## config.mk

```make
export PLATFORM = sky130hd
export DESIGN_NAME = transpose_psum_accumulator
export DESIGN_NICKNAME = d
export VERILOG_FILES = /design/src/rtl/transpose_psum_accumulator.sv
export SDC_FILE = /design/constraint.sdc
export NUM_CORES = 1
export LEC_CHECK = 0
export CAP_MARGIN = 20
export CORE_MARGIN = 2
export CORE_UTILIZATION = 55
export DETAILED_ROUTE_END_ITERATION = 10
export PLACE_DENSITY_LB_ADDON = 0.25
export RECOVER_POWER = 100
export SYNTH_ARGS = -nofsm -noshare
export SYNTH_HDL_FRONTEND = slang
export SYNTH_SLANG_ARGS = --single-unit
```

## constraint.sdc

```tcl
create_clock -name clk -period 20.3 [get_ports clk]
set_clock_uncertainty 0.1 [all_clocks]
set_input_delay 4.06 -clock clk [delete_from_list [all_inputs] [get_ports clk]]
set_output_delay 4.06 -clock clk [all_outputs]
set_load 0.05 [all_outputs]
```

## src/rtl/transpose_psum_accumulator.sv

```systemverilog
// transpose_psum_accumulator
// Overlap-add accumulator for the transposed-convolution partial-sum stream.
// Each partial lands at buffer index base+col_id; base steps by STRIDE per
// tile. At layer end the buffer is drained as a valid/ready stream.
// Build option: define PSUM_SATURATE_EN to clamp drained values to the DW
// range; otherwise the drained value is the low DW bits of the accumulator.
module transpose_psum_accumulator #(
  parameter int DW      = 16,
  parameter int NUM_COL = 16,
  parameter int ACC_W   = 24,
  parameter int OUT_LEN = 64,
  parameter int STRIDE  = 2,
  localparam int CW     = $clog2(NUM_COL),
  localparam int IW     = $clog2(OUT_LEN)
) (
  input  logic                 clk,
  input  logic                 rst_n,
  input  logic                 start,
  input  logic                 tile_next,
  input  logic                 finish,
  input  logic                 psum_valid,
  input  logic [CW-1:0]        psum_col_id,
  input  logic signed [DW-1:0] psum_data,
  output logic                 out_valid,
  input  logic                 out_ready,
  output logic signed [DW-1:0] out_data,
  output logic [IW-1:0]        out_index,
  output logic                 busy,
  output logic                 overflow_err,
  output logic                 layer_done
);

  typedef enum logic [1:0] {S_IDLE, S_CLEAR, S_ACCUM, S_DRAIN} state_t;

  state_t                   r_state;
  logic [IW:0]              r_base;
  logic [IW-1:0]            r_clr_ptr;
  logic [IW-1:0]            r_drain_ptr;
  logic                     r_ovf;
  logic                     r_done;
  logic signed [ACC_W-1:0]  r_mem [OUT_LEN];

  logic [IW:0]              w_idx;
  logic                     w_in_range;
  logic [IW+1:0]            w_base_sum;
  logic [IW:0]              w_base_nxt;
  logic signed [ACC_W-1:0]  w_psum_ext;
  logic                     w_we;
  logic [IW-1:0]            w_waddr;
  logic signed [ACC_W-1:0]  w_wdata;
  logic                     w_hs;
  logic                     w_last;

`ifdef PSUM_SATURATE_EN
  localparam logic signed [ACC_W-1:0] SAT_MAX = ACC_W'((1 << (DW-1)) - 1);
  localparam logic signed [ACC_W-1:0] SAT_MIN = ~SAT_MAX;

  function automatic logic signed [DW-1:0] conv(input logic signed [ACC_W-1:0] a);
    if (a > SAT_MAX)      conv = SAT_MAX[DW-1:0];
    else if (a < SAT_MIN) conv = SAT_MIN[DW-1:0];
    else                  conv = a[DW-1:0];
  endfunction
`else
  function automatic logic signed [DW-1:0] conv(input logic signed [ACC_W-1:0] a);
    conv = a[DW-1:0];
  endfunction
`endif

  // Target index is computed one bit wider than the buffer so out-of-range
  // targets are detectable instead of aliasing onto low entries.
  assign w_idx      = r_base + (IW+1)'(psum_col_id);
  assign w_in_range = w_idx < (IW+1)'(OUT_LEN);
  assign w_psum_ext = ACC_W'(psum_data);

  // Base stops at OUT_LEN: any base at or past the end already drops every
  // partial, and pinning it there keeps base+col_id from wrapping back into
  // the valid range after many tiles.
  assign w_base_sum = {1'b0, r_base} + (IW+2)'(STRIDE);
  assign w_base_nxt = (w_base_sum >= (IW+2)'(OUT_LEN)) ? (IW+1)'(OUT_LEN)
                                                       : w_base_sum[IW:0];

  assign w_hs   = (r_state == S_DRAIN) && out_ready;
  assign w_last = r_drain_ptr == IW'(OUT_LEN-1);

  // Single buffer write port: clear sweep or read-modify-write accumulate.
  // The read is from the register array itself, so a partial in the cycle
  // after a write to the same entry already sees the updated value.
  always_comb begin
    w_we    = 1'b0;
    w_waddr = '0;
    w_wdata = '0;
    case (r_state)
      S_CLEAR: begin
        w_we    = 1'b1;
        w_waddr = r_clr_ptr;
      end
      S_ACCUM: begin
        if (psum_valid && w_in_range) begin
          w_we    = 1'b1;
          w_waddr = w_idx[IW-1:0];
          w_wdata = r_mem[w_idx[IW-1:0]] + w_psum_ext;
        end
      end
      default: ;
    endcase
  end

  // Buffer storage; deliberately not reset, a new layer clears it explicitly.
  always_ff @(posedge clk) begin
    if (w_we) r_mem[w_waddr] <= w_wdata;
  end

  // Layer control FSM with its pointers and status flags.
  always_ff @(posedge clk or negedge rst_n) begin
    if (!rst_n) begin
      r_state     <= S_IDLE;
      r_base      <= '0;
      r_clr_ptr   <= '0;
      r_drain_ptr <= '0;
      r_ovf       <= 1'b0;
      r_done      <= 1'b0;
    end else begin
      r_done <= 1'b0;
      case (r_state)
        S_IDLE: begin
          if (start) begin
            r_state   <= S_CLEAR;
            r_base    <= '0;
            r_clr_ptr <= '0;
            r_ovf     <= 1'b0;
          end
        end
        S_CLEAR: begin
          r_clr_ptr <= r_clr_ptr + 1'b1;
          if (r_clr_ptr == IW'(OUT_LEN-1)) r_state <= S_ACCUM;
        end
        S_ACCUM: begin
          if (psum_valid && !w_in_range) r_ovf <= 1'b1;
          if (tile_next) r_base <= w_base_nxt;
          if (finish) begin
            r_state     <= S_DRAIN;
            r_drain_ptr <= '0;
          end
        end
        S_DRAIN: begin
          if (w_hs) begin
            if (w_last) begin
              r_state     <= S_IDLE;
              r_drain_ptr <= '0;
              r_done      <= 1'b1;
            end else begin
              r_drain_ptr <= r_drain_ptr + 1'b1;
            end
          end
        end
        default: r_state <= S_IDLE;
      endcase
    end
  end

  assign out_valid    = (r_state == S_DRAIN);
  assign out_index    = r_drain_ptr;
  assign out_data     = out_valid ? conv(r_mem[r_drain_ptr]) : '0;
  assign busy         = (r_state != S_IDLE);
  assign overflow_err = r_ovf;
  assign layer_done   = r_done;

endmodule

```

# Yosys cells after proc, flatten, opt, wreduce, memory -nomap -nowiden
# Memory sizes are Yosys's and may differ from the RTL's.
# Index checks and enable logic that the tools add are counted.
# totals
input_bits	27
out_inout_bits	26
mem_bits_rw	1536
ff_bits	23
word_cells	71
memories	1
# mem_list
name	words	word_bits	read_ports	rd_clocked_by_memory_dff	wr	line_no	source
r_mem	64	24	2	0	1	41	logic signed [ACC_W-1:0] r_mem [OUT_LEN];
# classes
n_reduce_logical	14
magnitude_cmp	2
eq_ne	12
n_mux	31
add_sub_neg	5
# op_table
operator	count
$mux 24	2
$pmux 6 s2	3
$mux 6	5
$add 24x16->24	1
$mux 7	3
$mux 16	1
$pmux 7 s2	1
$add 6x1->6 const B	2
$eq 6x6->1 const B	2
$mux 2	5
$ne 2x2->1 const B	5
$reduce_and 3->1	3
$add 7x2->8 const B	1
$ge 8x7->1 const B	1
$mux 1	8
$pmux 2 s4	1
$reduce_bool 2->1	4
$add 7x4->7	1
$lt 7x7->1 const B	1
$reduce_and 5->1	1
$eq 2x2->1 const B	2
$ne 2x1->1 const B	2
$pmux 1 s2	2
$logic_and 1x1->1	3
other kinds (4)	4

# Logic depth before layout (Yosys ltp)
# Gate-level depths: netlist (run 1).
# depth
word_depth	7
mapped_depth	18
depth_no_buf	16

# Worst setup path after synthesis (run 1)
# OpenSTA, ideal clock, no wires.
# synth_timing
kind	input -> register
from	in psum_col_id[1]
to	mem r_mem[0][14] (data pin)
cell_stages	18
arrival_ns	10.327
setup_slack_ns	9.192
required_ns	19.519
setup_ns	0.681
n_path_buf	3
cell_sequence	ha_1 -> buf_2 -> clkbuf_1 -> clkbuf_1 -> mux4_2 -> mux4_2 -> mux4_2 -> ha_1 -> inv_1 -> fa_1 -> nor2b_1 -> o21a_1 -> o21ai_0 -> a31oi_1 -> a31oi_1 -> a211oi_1 -> o21a_1 -> nor3_1
# synth_via
elab_chain_cells	5
word_cells_on_any_way	7
classes_between	2 x add/sub; 1 x order compare; 2 x mux; 1 x reduce/logical; 1 x memory
# synth_lines
item	line_no	source
from (decl)	22	input logic [CW-1:0] psum_col_id,
$add 7x4->7 *	71	assign w_idx = r_base + (IW+1)'(psum_col_id);
$mem_v2 64x24 or $lt 7x7->1 (tied branches)	-	
$add 24x16->24 or $logic_and 1x1->1 (tied branches)	101, 98	
$mux 24 *	98	if (psum_valid && w_in_range) begin
$mux 24 *	92	case (r_state)
net w_wdata[14]	50	logic signed [ACC_W-1:0] w_wdata;
to (decl)	41	
# The timed path passes the listed nets; every way through them passes the cells marked *.

# Worst setup path after layout (run 1)
# layout_timing
from	in psum_col_id[2]
to	mem r_mem[23][10] (data pin)
# Same word-level chain as after synthesis.

==> results of run 1 <==
worst max-delay path by stage:
stage / start / cells after the start / to
global placement: psum_col_id[0] / 17 / r_mem[50][10]$_DFFE_PP_
detailed placement: psum_col_id[0] / 18 / r_mem[29][12]$_DFFE_PP_
CTS: out_index[0]$_DFFE_PN0P_ / 9 / out_data[3]
floorplan: psum_col_id[1] / 18 / r_mem[0][14]$_DFFE_PP_
global route: psum_col_id[2] / 19 / r_mem[14][14]$_DFFE_PP_
finish: psum_col_id[2] / 19 / r_mem[23][10]$_DFFE_PP_
report_power, final:
group	switching, mW	internal [mW]	total [mW]
combinational	1.32	0.833	2.15
sequential	0.0594	2.69	2.75
clock	0.833	1.22	2.06
total	2.21	4.74	6.96
state kept, by name, summed over array words and instances, names as in the netlist:
signal / flops
r_clr_ptr: 6
r_mem: 1024
r_state: 2
overflow_err: 1
out_index: 6
layer_done: 1
r_base: 6
cell families (layout without fill, tap and decap cells):
family	Yosys count	count (layout)	share of synthesized area [%]
DFF	1046	1046	62.82
muxes	709	709	29.81
and+or+nand+nor	239	239	2.036
AOI/OAI and AO/OA	193	193	2.481
buffers and inverters	187	371	1.642
adders and majority gates	31	31	0.7935
xor gates and xnor gates	22	22	0.4169
other	0	1	0
Yosys cell counts (7+ instances only):
master	n	area share [%]
a21boi_0	19	0.29
a21oi_1	42	0.42
a221oi_1	18	0.32
a31oi_1	8	0.10
buf_1	16	0.12
buf_2	69	0.69
clkbuf_1	83	0.63
dfrtp_1	22	1.1
edfxtp_1	1024	62
ha_1	30	0.75
inv_1	13	0.098
mux2_2	40	0.90
mux2i_1	53	1.1
mux4_2	616	28
nand2_1	76	0.57
nand3_1	25	0.25
nor2_1	101	0.76
nor3_1	10	0.10
o21a_1	7	0.11
o21ai_0	67	0.67
xnor2_1	11	0.19
xor2_1	9	0.16
worst max-delay path, stage by stage:
cell,delay (ns)
dlygate4sd3_1,0.54
ha_1,0.39
xnor2_1,0.18
clkbuf_1,2.00
clkbuf_1,2.72
mux4_2,0.78
mux4_2,0.27
ha_1,0.17
inv_1,0.06
fa_1,0.43
nor2b_1,0.14
o21a_1,0.17
o21ai_0,0.13
a31oi_1,0.40
a21o_1,0.19
a21oi_1,0.07
xor2_1,0.18
nor2_1,1.61
clkbuf_1,1.12
through the flow:
step | setup WS [ns] | hold slack (ns) | util (%) | instance area, um2 | instances
2_1_floorplan | 9.192 | 0.3985 | - | 49830 | 2427
3_3_place_gp | 9.007 | 0.4067 | 58.13 | 52240 | 3584
3_5_place_dp | 8.994 | 0.4283 | 58.16 | 52270 | 3585
4_1_cts | 9.146 | 0.4346 | 62.23 | 55920 | 3784
5_1_grt | 4.610 | 0.4749 | 61.71 | 55460 | 3787
6_report | 4.780 | 0.4357 | 61.72 | 55470 | 3788
cells in the final DEF, fill, tap and decap left out, types with 5 or more instances in the layout:
master / n
dfrtp_1: 20
bufinv_16: 18
buf_4: 16
ha_1: 29
a21o_1: 5
o21ai_0: 67
nor2_1: 58
mux4_2: 616
clkinv_1: 18
a21boi_0: 19
mux2_2: 40
nand2_1: 76
xor2_1: 9
mux2i_1: 52
clkinv_2: 27
clkdlybuf4s50_1: 28
nor2_4: 5
a21oi_1: 42
clkbuf_16: 111
o21a_1: 7
nor2_2: 38
dlygate4sd3_1: 23
clkinvlp_4: 6
xnor2_1: 11
clkbuf_1: 100
inv_1: 13
a31oi_1: 8
nor3_1: 9
nand3_1: 25
edfxtp_1: 1024
a221oi_1: 18
per-layer routing:
layer / GRT usage (%) / vias up / share of wire, %
li1: - / 10770 / -
met1: 44.52 / 14860 / 36
met2: 46.28 / 2100 / 46
met3: 8.219 / 324 / 13
met4: 13.23 / 6 / 4.5
met5: 0 / - / 0.029
layout make-up:
cell class / count / area share, %
Sequential cell: 1046 / 56.44
Inverter: 14 / 0.09474
Tap cell: 1176 / 2.653
Clock buffer: 126 / 5.109
Antenna cell: 1 / 0.004512
Timing Repair Buffer: 158 / 1.933
Multi-Input combinational cell: 1194 / 32.28
Clock inverter: 73 / 1.484
==> out/qor.txt, run 1 <==
status: finished, violations left
failing checks: capacitance limit, slew limit
Final #Nets: 2580
Post-synth EDFFs: 1024
cts repair resizes: 0
Worst Hold Launch: out_index[4]$_DFFE_PN0P_
FF+latch count, synth: 1046
Initial Util: 55.44%
CTS Root Cell: clkbuf_16
Distinct cells, synth: 59
Total GRT Usage: 31.21%
crit path kind: input pin to flop
I/O Buffers: 52
P per Cell Area: 125.4 nW/um2
Critical R2R Capture: r_mem[23][10]$_DFFE_PP_
grt total ovfl: 0
FMAX: 64.43 MHz
crit end category: flop
flip-flop and latch area: 31310 um2
1st-iter DRT viols: 4331
Routed WL per cell: 37.61 um
Post-CTS Setup Inserts: 0
number of filler cells placed in the layout: 6137
clk slew on worst S/H paths: 0.06 ns
RSZ-0062 raised after global routing: false
IO Count: 53
Mapped Area: 49830 um2
CTS sink cnt: 1046
Die Wd: 305.0 um
Hold Buf Count CTS: 0
WHS Path Cells: 1
Synthesized Nets: 2485
setup slack, reg-to-reg: 8.29 ns
# setup viols final: 0
post-DP HPWL: 83560 um
Mapped Cells: 2427
DR vias: 28060
Fin. Hold Viols: 0
Post-Syn Area per Cell: 20.53 um2
vias in the first global route: 28260
Area Growth Syn to Fin: 11.32%
yosys warns: 0
layout cells sized above 1: 34.51%
CTS tree: built
DRT Pass-1 Iters: 6
Final Wtd Congestion: 0.9054
maximum root-to-sink buffer count: 3
Post-DRT Antenna Nets: 0
Multi-input gate area: 17910 um2
Vias/cell: 7.407
min Tclk post-route: 15.52 ns
Worst VDD drop: 0.0001000 V
FP Rows: 110
ys async rst share: 2.103%
TNS Setup: 0 ns
DRC violations left: 0
Hold Path Sink: out_index[4]$_DFFE_PN0P_
first-pass GRT wire length: 205000 um
Final Max Tran Viols: 2124
register area share after synthesis: 62.82%
worst path required time: 20.47 ns
WP data arrival: 15.69 ns
r2r startpoint: r_base[2]$_DFFE_PN0P_
cell count of the worst reg-to-reg path: 18
Slew Limit Headroom: -157.1%
Pleak: 16.77 nW
crit path max fanout: 37
TritonCTS Buffers: 108
Pwr Total: 6.957 mW
maxcap violations: 83
most used flip-flop cell after synthesis: edfxtp_1
clock latency on the worst-skew pair: 0.68 ns
worst hold path type: flop to flop
Core ar.: 89870 um2
final wirelength: 142400 um
crit share post-route: 76.45%
startpoint types: input pin
Tightest Pin Transition: 3.856 ns
largest net degree at the start of global routing: 125
total die area: 93020 um2
die height: 305.0 um
H-tree depth: 3
initial antenna violation count: 9
Power figures use the tool's default switching activity.
==> inputs of run 2 (changes only) <==
==> constraint.sdc (replaced) <==
create_clock -name clk -period 12.6 [get_ports clk]
set_clock_uncertainty 0.1 [all_clocks]
set_input_delay 2.52 -clock clk [delete_from_list [all_inputs] [get_ports clk]]
set_output_delay 2.52 -clock clk [all_outputs]
set_load 0.05 [all_outputs]
==> out/qor.txt, run 2 (synthesis gave the netlist of run 1 again) <==
status: finished, violations left (unchanged)
failing checks: capacitance limit, slew limit (unchanged)
worst hold path type: flop to flop (unchanged)
Final Wtd Congestion: 0.9294 (was 0.9054)
Pwr Total: 11.05 mW (was 6.957 mW)
Post-DRT Antenna Nets: 0 (unchanged)
largest net degree at the start of global routing: 99 (was 125)
# setup viols final: 0 (unchanged)
WP data arrival: 10.73 ns (was 15.69 ns)
worst path required time: 12.89 ns (was 20.47 ns)
1st-iter DRT viols: 4003 (was 4331)
TritonCTS Buffers: 105 (was 108)
Final #Nets: 2574 (was 2580)
clk slew on worst S/H paths: 0.06 ns (about the same)
DRT Pass-1 Iters: 7 (was 6)
startpoint types: input pin (unchanged)
initial antenna violation count: 11 (was 9)
maximum root-to-sink buffer count: 3 (unchanged)
Fin. Hold Viols: 0 (unchanged)
cell count of the worst reg-to-reg path: 14 (was 18)
grt total ovfl: 0 (unchanged)
Crit path largest cell delay: 2.18 ns (was 2.72 ns)
Final Instance Count excl. Fillers: 3783 (was 3788)
cts repair resizes: 0 (unchanged)
P per Cell Area: 199.2 nW/um2 (was 125.4 nW/um2)
Slew Limit Headroom: -122.1% (was -157.1%)
layout cells sized above 1: 35.38% (was 34.51%)
Post-CTS Setup Inserts: 0 (unchanged)
r2r startpoint: r_base[2]$_DFFE_PN0P_ (unchanged)
maxcap violations: 53 (was 83)
CTS tree: built (unchanged)
Final Max Tran Viols: 1055 (was 2124)
CP max stage cell: xnor2_1 (was clkbuf_1)
Multi-input gate area: 17950 um2 (was 17910 um2)
I/O Buffers: 52 (unchanged)
Initial Util: 55.44% (unchanged)
Worst VDD drop: 0.0001287 V (was 0.0001000 V)
vias in the first global route: 28160 (was 28260)
CTS Root Cell: clkbuf_16 (unchanged)
crit share post-route: 82.86%
final wirelength: 139700 um (was 142400 um)
Tightest Pin Transition: 3.332 ns (was 3.856 ns)
Critical R2R Capture: r_mem[22][4]$_DFFE_PP_ (was r_mem[23][10]$_DFFE_PP_)
Area Growth Syn to Fin: 11.28% (was 11.32%)
crit path kind: input pin to flop (unchanged)
max FFs per register: 1024 (unchanged)
most flop-heavy register: r_mem (unchanged)
min Tclk post-route: 10.44 ns
Total GRT Usage: 30.63% (was 31.21%)
crit path cell chain: dlygate4sd3_1, ha_1, inv_1, xnor2_1, buf_4, mux4_2, mux4_2, ha_1, inv_1, fa_1, nor2b_1, o21a_1, o21a_1, nor3_1, buf_4 (was dlygate4sd3_1, ha_1, xnor2_1, clkbuf_1, clkbuf_1, mux4_2, mux4_2, ha_1, inv_1, fa_1, nor2b_1, o21a_1, o21ai_0, a31oi_1, a21o_1, a21oi_1, xor2_1, nor2_1, clkbuf_1)
FP Rows: 110 (unchanged)
H-tree depth: 3 (unchanged)
DR vias: 27970 (was 28060)
placed insts: 3582 (was 3585)
FMAX: 95.79 MHz
Die Wd: 305.0 um (unchanged)
Core ar.: 89870 um2 (unchanged)
CTS sink cnt: 1046 (unchanged)
crit path max fanout: 48 (was 37)
post-DP HPWL: 82640 um (was 83560 um)
RSZ-0062 raised after global routing: false (unchanged)
TNS Setup: 0 ns (unchanged)
most frequent cells in the layout: edfxtp_1, mux4_2, clkbuf_16, nand2_1, clkbuf_1 (was edfxtp_1, mux4_2, clkbuf_16, clkbuf_1, nand2_1)
DRC violations left: 0 (unchanged)
Pleak: 16.76 nW (was 16.77 nW)
Worst Hold Launch: r_state[0]$_DFFE_PN0P_ (was out_index[4]$_DFFE_PN0P_)
Hold Buf Count CTS: 0 (unchanged)
Hold WS: 0.4551 ns (was 0.4357 ns)
die height: 305.0 um (unchanged)
beginning of the critical path: psum_col_id[3] (was psum_col_id[2])
flip-flop and latch area: 31310 um2 (unchanged)
Routed WL per cell: 36.92 um (was 37.61 um)
number of filler cells placed in the layout: 6140 (was 6137)
Vias/cell: 7.393 (was 7.407)
IO Count: 53 (unchanged)
clock latency on the worst-skew pair: 0.69 ns (was 0.68 ns)
setup slack, reg-to-reg: 4.06 ns (was 8.29 ns)
first-pass GRT wire length: 201000 um (was 205000 um)
CP endpoint: r_mem[22][4]$_DFFE_PP_ (was r_mem[23][10]$_DFFE_PP_)
crit end category: flop (unchanged)
most common cell after layout, fill and taps aside: edfxtp_1 (unchanged)
total die area: 93020 um2 (unchanged)
[run 2: per-stage QoR]
| step | util, % | worst slack, ns | instance area, um2 |
|---|---|---|---|
| final | 61.69 | 2.160 | 55450 |
| after global routing | 61.69 | 1.791 | 55440 |
| after CTS | 62.08 | 3.834 | 55790 |
| after detailed placement | 58.19 | 3.139 | 52300 |
| after global placement | 58.16 | 3.069 | 52270 |
| after floorplan | - | 3.032 | 49830 |
[run 2: worst min-delay path by stage]
| stage | slack, ns | cells past startpoint | endpoint |
|---|---|---|---|
| CTS | 0.45 | 2 | r_state[0]$_DFFE_PN0P_ |
| finish | 0.46 | 2 | r_state[0]$_DFFE_PN0P_ |
| floorplan | 0.40 | 2 | r_base[2]$_DFFE_PN0P_ |
| global route | 0.50 | 2 | r_state[0]$_DFFE_PN0P_ |
| global placement | 0.43 | 2 | r_state[0]$_DFFE_PN0P_ |
| detailed placement | 0.44 | 2 | r_state[0]$_DFFE_PN0P_ |
[run 2: metal layers]
| layer | share of wire, % | track usage (%) |
|---|---|---|
| met1 | 36 | 42.63 |
| met2 | 47 | 46.77 |
| met3 | 13 | 8.129 |
| met4 | 4.8 | 12.42 |
| met5 | 0.037 | 0 |
[run 2: worst max-delay path, delay by kind of cell]
kind | cells | cell delay [ns]
AND/OR/NAND/NOR | 2 | 1.36
XOR/XNOR | 1 | 2.18
buffers and inverters | 5 | 2.17
AO/OA/AOI/OAI | 2 | 0.36
multiplexers | 2 | 1.17
adder cells (fa/ha/maj) | 3 | 0.82
[run 2: cell type report]
class,count,area share [%]
Sequential cell,1046,56.46
Clock inverter,74,1.363
Timing Repair Buffer,155,2.103
Antenna cell,4,0.01805
Multi-Input combinational cell,1194,32.37
Tap cell,1176,2.654
Inverter,14,0.09478
Clock buffer,120,4.935
[run 2: report_power, final]
| group | internal, mW | leakage (nW) | switching (mW) |
|---|---|---|---|
| registers | 4.29 | 9.75 | 0.0906 |
| clock network | 1.84 | 1.70 | 1.34 |
| logic | 1.35 | 5.31 | 2.14 |
| total | 7.48 | 16.8 | 3.57 |
